--- src/rtl/dmem_arb_pkg.sv ---
// Shared types and constants for the data-memory arbiter.
// The grant encoding doubles as the read-return tag.
package dmem_arb_pkg;

  typedef enum logic [1:0] {
    GNT_NONE = 2'd0,
    GNT_CPU  = 2'd1,
    GNT_AUX  = 2'd2
  } grantT;

  localparam logic [3:0] IO_BASE_NIB_DEFAULT = 4'hF;
  localparam int         STARVE_CNT_W        = 4;

endpackage

--- src/rtl/dmem_arb_starve.sv ---
// Aux starvation guard: counts consecutive denied aux cycles and raises
// forceAux once the limit is hit, holding it until aux is served.
module dmem_arb_starve
  import dmem_arb_pkg::*;
#(
  parameter int STARVE_LIMIT = 4
) (
  input  logic clk,
  input  logic reset,
  input  logic auxReq,
  input  logic auxGranted,
  output logic forceAux
);

  localparam logic [STARVE_CNT_W-1:0] LIMIT_C = STARVE_CNT_W'(STARVE_LIMIT);

  logic [STARVE_CNT_W-1:0] cntReg, cntNext;
  logic                    forceReg, forceNext;

  always_comb begin
    cntNext   = cntReg;
    forceNext = forceReg;
    if (auxGranted || !auxReq) begin
      cntNext = '0;
    end else if (cntReg != '1) begin
      cntNext = cntReg + 1'b1;
    end
    if (auxGranted) begin
      forceNext = 1'b0;
    end else if (cntNext == LIMIT_C) begin
      forceNext = 1'b1;
    end
  end

  always_ff @(posedge clk) begin
    if (reset) begin
      cntReg   <= '0;
      forceReg <= 1'b0;
    end else begin
      cntReg   <= cntNext;
      forceReg <= forceNext;
    end
  end

  assign forceAux = forceReg;

endmodule

--- src/rtl/dmem_arbiter.sv ---
// Shares one data-memory/MMIO port between the CPU and an aux master.
// Optional starvation guard for aux is built when DMEM_ARB_STARVE_EN is defined.
module dmem_arbiter
  import dmem_arb_pkg::*;
#(
  parameter int         DBITS        = 32,
  parameter int         STARVE_LIMIT = 4,
  parameter logic [3:0] IO_BASE_NIB  = IO_BASE_NIB_DEFAULT
) (
  input  logic             clk,
  input  logic             reset,
  input  logic             cpu_req,
  input  logic             cpu_we,
  input  logic [DBITS-1:0] cpu_addr,
  input  logic [DBITS-1:0] cpu_wdata,
  output logic             cpu_stall,
  output logic [DBITS-1:0] cpu_rdata,
  output logic             cpu_rvalid,
  input  logic             aux_req,
  input  logic             aux_we,
  input  logic [DBITS-1:0] aux_addr,
  input  logic [DBITS-1:0] aux_wdata,
  output logic             aux_gnt,
  output logic [DBITS-1:0] aux_rdata,
  output logic             aux_rvalid,
  output logic             aux_err,
  output logic             mem_we,
  output logic [DBITS-1:0] mem_addr,
  output logic [DBITS-1:0] mem_wdata,
  input  logic [DBITS-1:0] mem_rdata
);

  grantT grant;
  grantT rdTagReg, rdTagNext;
  logic  forceAux;
  logic  auxGranted;
  logic  grantedWe;
  logic  drop;

  assign auxGranted = (grant == GNT_AUX);

`ifdef DMEM_ARB_STARVE_EN
  dmem_arb_starve #(
    .STARVE_LIMIT(STARVE_LIMIT)
  ) uStarve (
    .clk       (clk),
    .reset     (reset),
    .auxReq    (aux_req),
    .auxGranted(auxGranted),
    .forceAux  (forceAux)
  );
`else
  // Strict CPU priority; the limit parameter only matters with the guard built.
  assign forceAux = 1'b0 & (STARVE_LIMIT == 0);
`endif

  always_comb begin
    grant = GNT_NONE;
    if (aux_req && (forceAux || !cpu_req)) begin
      grant = GNT_AUX;
    end else if (cpu_req) begin
      grant = GNT_CPU;
    end
  end

  always_comb begin
    grantedWe = 1'b0;
    mem_addr  = '0;
    mem_wdata = '0;
    case (grant)
      GNT_CPU: begin
        grantedWe = cpu_we;
        mem_addr  = cpu_addr;
        mem_wdata = cpu_wdata;
      end
      GNT_AUX: begin
        grantedWe = aux_we;
        mem_addr  = aux_addr;
        mem_wdata = aux_wdata;
      end
      default: ;
    endcase
  end

  // Aux may read I/O registers but never write them.
  assign drop      = auxGranted && aux_we && (aux_addr[DBITS-1 -: 4] == IO_BASE_NIB);
  assign mem_we    = grantedWe && !drop;
  assign aux_err   = drop;
  assign cpu_stall = cpu_req && (grant != GNT_CPU);
  assign aux_gnt   = aux_req && auxGranted;

  assign rdTagNext = (grant != GNT_NONE && !grantedWe) ? grant : GNT_NONE;

  always_ff @(posedge clk) begin
    if (reset) begin
      rdTagReg <= GNT_NONE;
    end else begin
      rdTagReg <= rdTagNext;
    end
  end

  assign cpu_rvalid = (rdTagReg == GNT_CPU);
  assign aux_rvalid = (rdTagReg == GNT_AUX);
  assign cpu_rdata  = cpu_rvalid ? mem_rdata : '0;
  assign aux_rdata  = aux_rvalid ? mem_rdata : '0;

endmodule
--- config.mk ---
export PLATFORM = sky130hd
export DESIGN_NAME = dmem_arbiter
export DESIGN_NICKNAME = d
export VERILOG_FILES = /design/src/rtl/dmem_arb_pkg.sv /design/src/rtl/dmem_arb_starve.sv /design/src/rtl/dmem_arbiter.sv
export SDC_FILE = /design/constraint.sdc
export NUM_CORES = 1
export LEC_CHECK = 0
export BUFFER_PORTS_ARGS = -buffer_cell sky130_fd_sc_hd__buf_4
export CAP_MARGIN = 20
export CORE_AREA = 10 10 108 110
export DETAILED_ROUTE_END_ITERATION = 10
export DIE_AREA = 0 0 118 120
export GPL_TIMING_DRIVEN = 0
export PLACE_DENSITY = 0.6
export SYNTH_ARGS = -nofsm -noshare
export SYNTH_HDL_FRONTEND = slang
export SYNTH_SLANG_ARGS = --single-unit
--- constraint.sdc ---
create_clock -name clk -period 1.8 [get_ports clk]
set_input_delay 0.27 -clock clk [delete_from_list [all_inputs] [get_ports clk]]
set_output_delay 0.27 -clock clk [all_outputs]
set_load 0.03 [all_outputs]
# [Word level (Yosys, flattened, before mapping)]
# Index checks and enable logic that the tools add are counted.
[op_classes] eq_ne=6 bitwise_logic=1 mux=7 reduce_logical=12
[ops] op="$pmux W32 S2" n=2
[ops] op="$mux W32" n=2
[ops] op="$logic_and A1 B1 Y1" n=7
[ops] op="$eq A2 B1 Y1 const B" n=2
[ops] op="$eq A2 B2 Y1 const B" n=2
[ops] op="$eq A4 B4 Y1 const B" n=1
[ops] op="$logic_not A1 Y1" n=3
[ops] op="$mux W2" n=1
[ops] op="$ne A2 B1 Y1 const B" n=1
[ops] op="$pmux W1 S2" n=1
[ops] op="$reduce_bool A2 Y1" n=1
[ops] op="$reduce_or A2 Y1" n=1
[ops] op="$mux W1" n=1
[ops] op="$not A1 Y1" n=1
[totals] input_bits=166 output_inout_bits=134 elab_cells=27 ff_bits=2

# [Longest topological paths before layout]
[depth] ltp_word=9 mapped_depth=5

# [Least setup slack after synthesis]
# No wires, ideal clock.
[synth_timing] kind="input to output" startpoint="in cpu_req" endpoint="out mem_we" path_stages=4 arrival_time_ns=1.220 slack_ns=0.310 path_buffers=3 cell_sequence="buf_4 buf_6 buf_6 o31ai_2"
[synth_between] elab_chain_cells=8 elab_cells_between_ends=11 cone_classes="2 x eq/ne; 3 x mux; 6 x reduce/logical"
[synth_rtl] element="from (decl)" line="dmem_arbiter.sv:12" source="input logic cpu_req,"
[synth_rtl] element="$logic_not A1 Y1" line="dmem_arbiter.sv:59" source="if (aux_req && (forceAux || !cpu_req)) begin"
[synth_rtl] element="$logic_and A1 B1 Y1" line="dmem_arbiter.sv:59"
[synth_rtl] element="$mux W2 *" line="dmem_arbiter.sv:59"
[synth_rtl] element="$eq A2 B2 Y1" line="dmem_arbiter.sv:40, dmem_arbiter.sv:70"
[synth_rtl] element="$logic_and A1 B1 Y1 (2 in series)" line="dmem_arbiter.sv:86" source="assign drop = auxGranted && aux_we && (aux_addr[DBITS-1 -: 4] == IO_BASE_NIB);"
[synth_rtl] element="$logic_not A1 Y1" line="dmem_arbiter.sv:87" source="assign mem_we = grantedWe && !drop;"
[synth_rtl] element="$logic_and A1 B1 Y1 *" line="dmem_arbiter.sv:87"
[synth_rtl] element="to (decl)" line="dmem_arbiter.sv:27" source="output logic mem_we,"
# Every way passes the cells marked *; elsewhere a longest branch is shown, timed or not.

# [Worst setup path after layout]
[layout_timing] startpoint="reg rdTagReg[1]" endpoint="out aux_rdata[26]"
[layout_between] elab_chain_cells=2
[layout_rtl] element="from (decl)" line="dmem_arbiter.sv:34" source="grantT rdTagReg, rdTagNext;"
[layout_rtl] element="from (signal assigned)" line="dmem_arbiter.sv:98" source="rdTagReg <= rdTagNext;"
[layout_rtl] element="$eq A2 B2 Y1" line="dmem_arbiter.sv:103" source="assign aux_rvalid = (rdTagReg == GNT_AUX);"
[layout_rtl] element="$mux W32" line="dmem_arbiter.sv:105" source="assign aux_rdata = aux_rvalid ? mem_rdata : '0;"
[layout_rtl] element="to (decl)" line="dmem_arbiter.sv:24" source="output logic [DBITS-1:0] aux_rdata,"
# Every way passes these cells.

==> impl_metrics.toml <==
[status]
status = "completed"

[routing]
routed_wl_um = 11500
first_pass_iters = 4
wl_per_cell_um = 19.3
antenna_left = 0
via_per_inst = 4.23
drc = 0
dr_total_vias = 2532
drt_iter0_drc = 59

[sta]
finalHoldWorstSlack_ns = 0.230
final.setup.worst_slack_ns = 0.0974
post-route-min-period_ns = 1.70
setup_viol = 0
final_max_slew_viol_count = 0
clock.fmax_mhz = 587
hold_viol = 0
rsz0062_at_grt = "yes"
period_share_pct = 94.6

[power_and_ir_drop]
power_frac_comb_pct = 82.7
power_frac_clock_pct = 13.6
power.share.switching_pct = 45.0
p_leak_nw = 2.08
fin_total_pwr_mw = 1.29
internal_power_mw = 0.708
ir_drop_v = 0.000156
power_switching_mw = 0.579
seqPwrFrac_pct = 3.6
powerDensity_mw_per_mm2 = 350

[setup_path]
crit_start = "rdTagReg[1]"
startpoint_type = "flop"
crit_type = "reg2out"
cp.required_ns = 1.53
crit_end = "aux_rdata[26]"
cp_max_fo = 10
cp-end-kind = "output pin"
critical_path_arrival_ns = 1.43

[finish]
n_fill_cell = 1000
areaGrowthSynthToFinish_pct = 197
layout_common_cells = "buf_4, and2_1, a22o_1"
largest_registers = "rdTagReg (2)"
drive_gt1_share_pct = 68.8
largest_reg_flops = 2
final_common_cell = "buf_4"
num-nets-final = 633
diodes = 0
largest_register = "rdTagReg"
seq_area_um2 = 40.0
multiInputGateArea_mm2 = 0.00104
post-route-util_pct = 38.5
design_area_mm2 = 0.00368

[floorplan]
dieArea_mm2 = 0.0142
fp.dieW_um = 118
initial_utilization_pct = 13.0
pin_count = 300
core_mm2 = 0.00955
die_y_um = 120
row_count = 36

[place]
port-buffer-count = 297
dp_slack_ns = 0.274
dp_hpwl_um = 10700
place_congestion = 0.844
place_area_mm2 = 0.00363

[grt]
grt.total_usage_pct = 14.6
antenna_found_initial = 0
globalRoute.totalOverflow = 0
grt_max_degree = 11
grt_pass1_vias = 2827
grt_pass1_wl_um = 16900

[worst_hold_path]
whs_path_depth = 2
hold_path.class = "in2reg"

[clock_tree]
cts_buffer_depth = 2
cts_made_buffers = 3
htree_levels = 1
root_buffer = "clkbuf_8"
cts_tree = "done"
path_clk_slew_ns = 0.03
cts.repair.resized = 0
post-cts-setup-buffer-count = 0
cts_num_sinks = 2
cts_hold_buf = 0

[logic_synthesis]
yosysUniqueCellTypes = 16
ys_seq_area_share_pct = 3.23
ys_seq_elements = 2
synth_nets = 331
yosys_warnings = 0
netlist_area_mm2 = 0.00124
synth.avg_cell_area_um2 = 7.51
synth_cells = 165

[flow_run]
maxCapViolCount = 0
[stage by stage]
stage          TNS (ns)  instances
2_1_floorplan         0        165
3_3_place_gp          0        595
3_5_place_dp          0        595
4_1_cts               0        598
5_1_grt           -1.74        598
6_report              0        598
[power by group through the flow]
stage / Clock [mW] / Sequential [mW] / Combinational, mW
floorplan: 0 / 0.0472 / 0.503
global placement: 0 / 0.0473 / 1.07
detailed placement: 0 / 0.0473 / 1.08
CTS: 0.184 / 0.0468 / 1.08
global route: 0.191 / 0.0468 / 1.12
finish: 0.175 / 0.0468 / 1.06
[cells by family (layout without fill, tap and decap cells)]
| family | Yosys count | after routing | synth area share [%] |
|---|---|---|---|
| AO/OA/AOI/OAI | 65 | 65 | 46.0 |
| buffers and inverters | 22 | 322 | 12.4 |
| flip-flops | 2 | 2 | 3.23 |
| other | 1 | 1 | 0.303 |
| AND/OR/NAND/NOR | 75 | 75 | 38.1 |
[synth_stat cells]
cell	number	area (um^2)
conb_1	1	3.75
and4_1	1	8.76
and3_1	1	6.26
nor2b_1	2	12.5
clkbuf_1	4	15.0
dfxtp_1	2	40.0
nand2_1	4	15.0
nor2b_4	1	13.8
buf_4	2	15.0
and2_1	64	400
o21ai_1	1	5.00
a22o_1	63	552
buf_6	7	78.8
buf_2	9	45.0
nor3b_1	2	15.0
o31ai_2	1	12.5
[per-layer routing]
metal	up-vias	wire length (um)	part of all wire [%]	track usage, %
li1	1208	-	-	-
met1	1116	4120	36	14.6
met2	192	5780	50	26.5
met3	16	1410	12	7.22
met4	0	210	1.8	4.02
met5	-	0	0	0
[worst max-delay path, stage by stage, from the launching register on]
cell,delay [ns]
dfxtp_1,0.31
nor2b_1,0.33
buf_2,0.27
and2_1,0.16
buf_4,0.16
[layout make-up]
class | count | area share, %
well taps | 133 | 4.53
flip-flops and latches | 2 | 1.09
plain buffers | 22 | 4.19
repair buffers | 297 | 60.7
multi-input cells | 141 | 28.4
clock buffers | 3 | 1.12
[worst min path at each step]
stage / startpoint / end / slack (ns)
floorplan: cpu_we / rdTagReg[0] / 0.35
global placement: reset / rdTagReg[0] / 0.45
detailed placement: reset / rdTagReg[0] / 0.45
CTS: reset / rdTagReg[0] / 0.22
global route: reset / rdTagReg[0] / 0.23
finish: reset / rdTagReg[0] / 0.23
(Power assumes the default switching activity.)
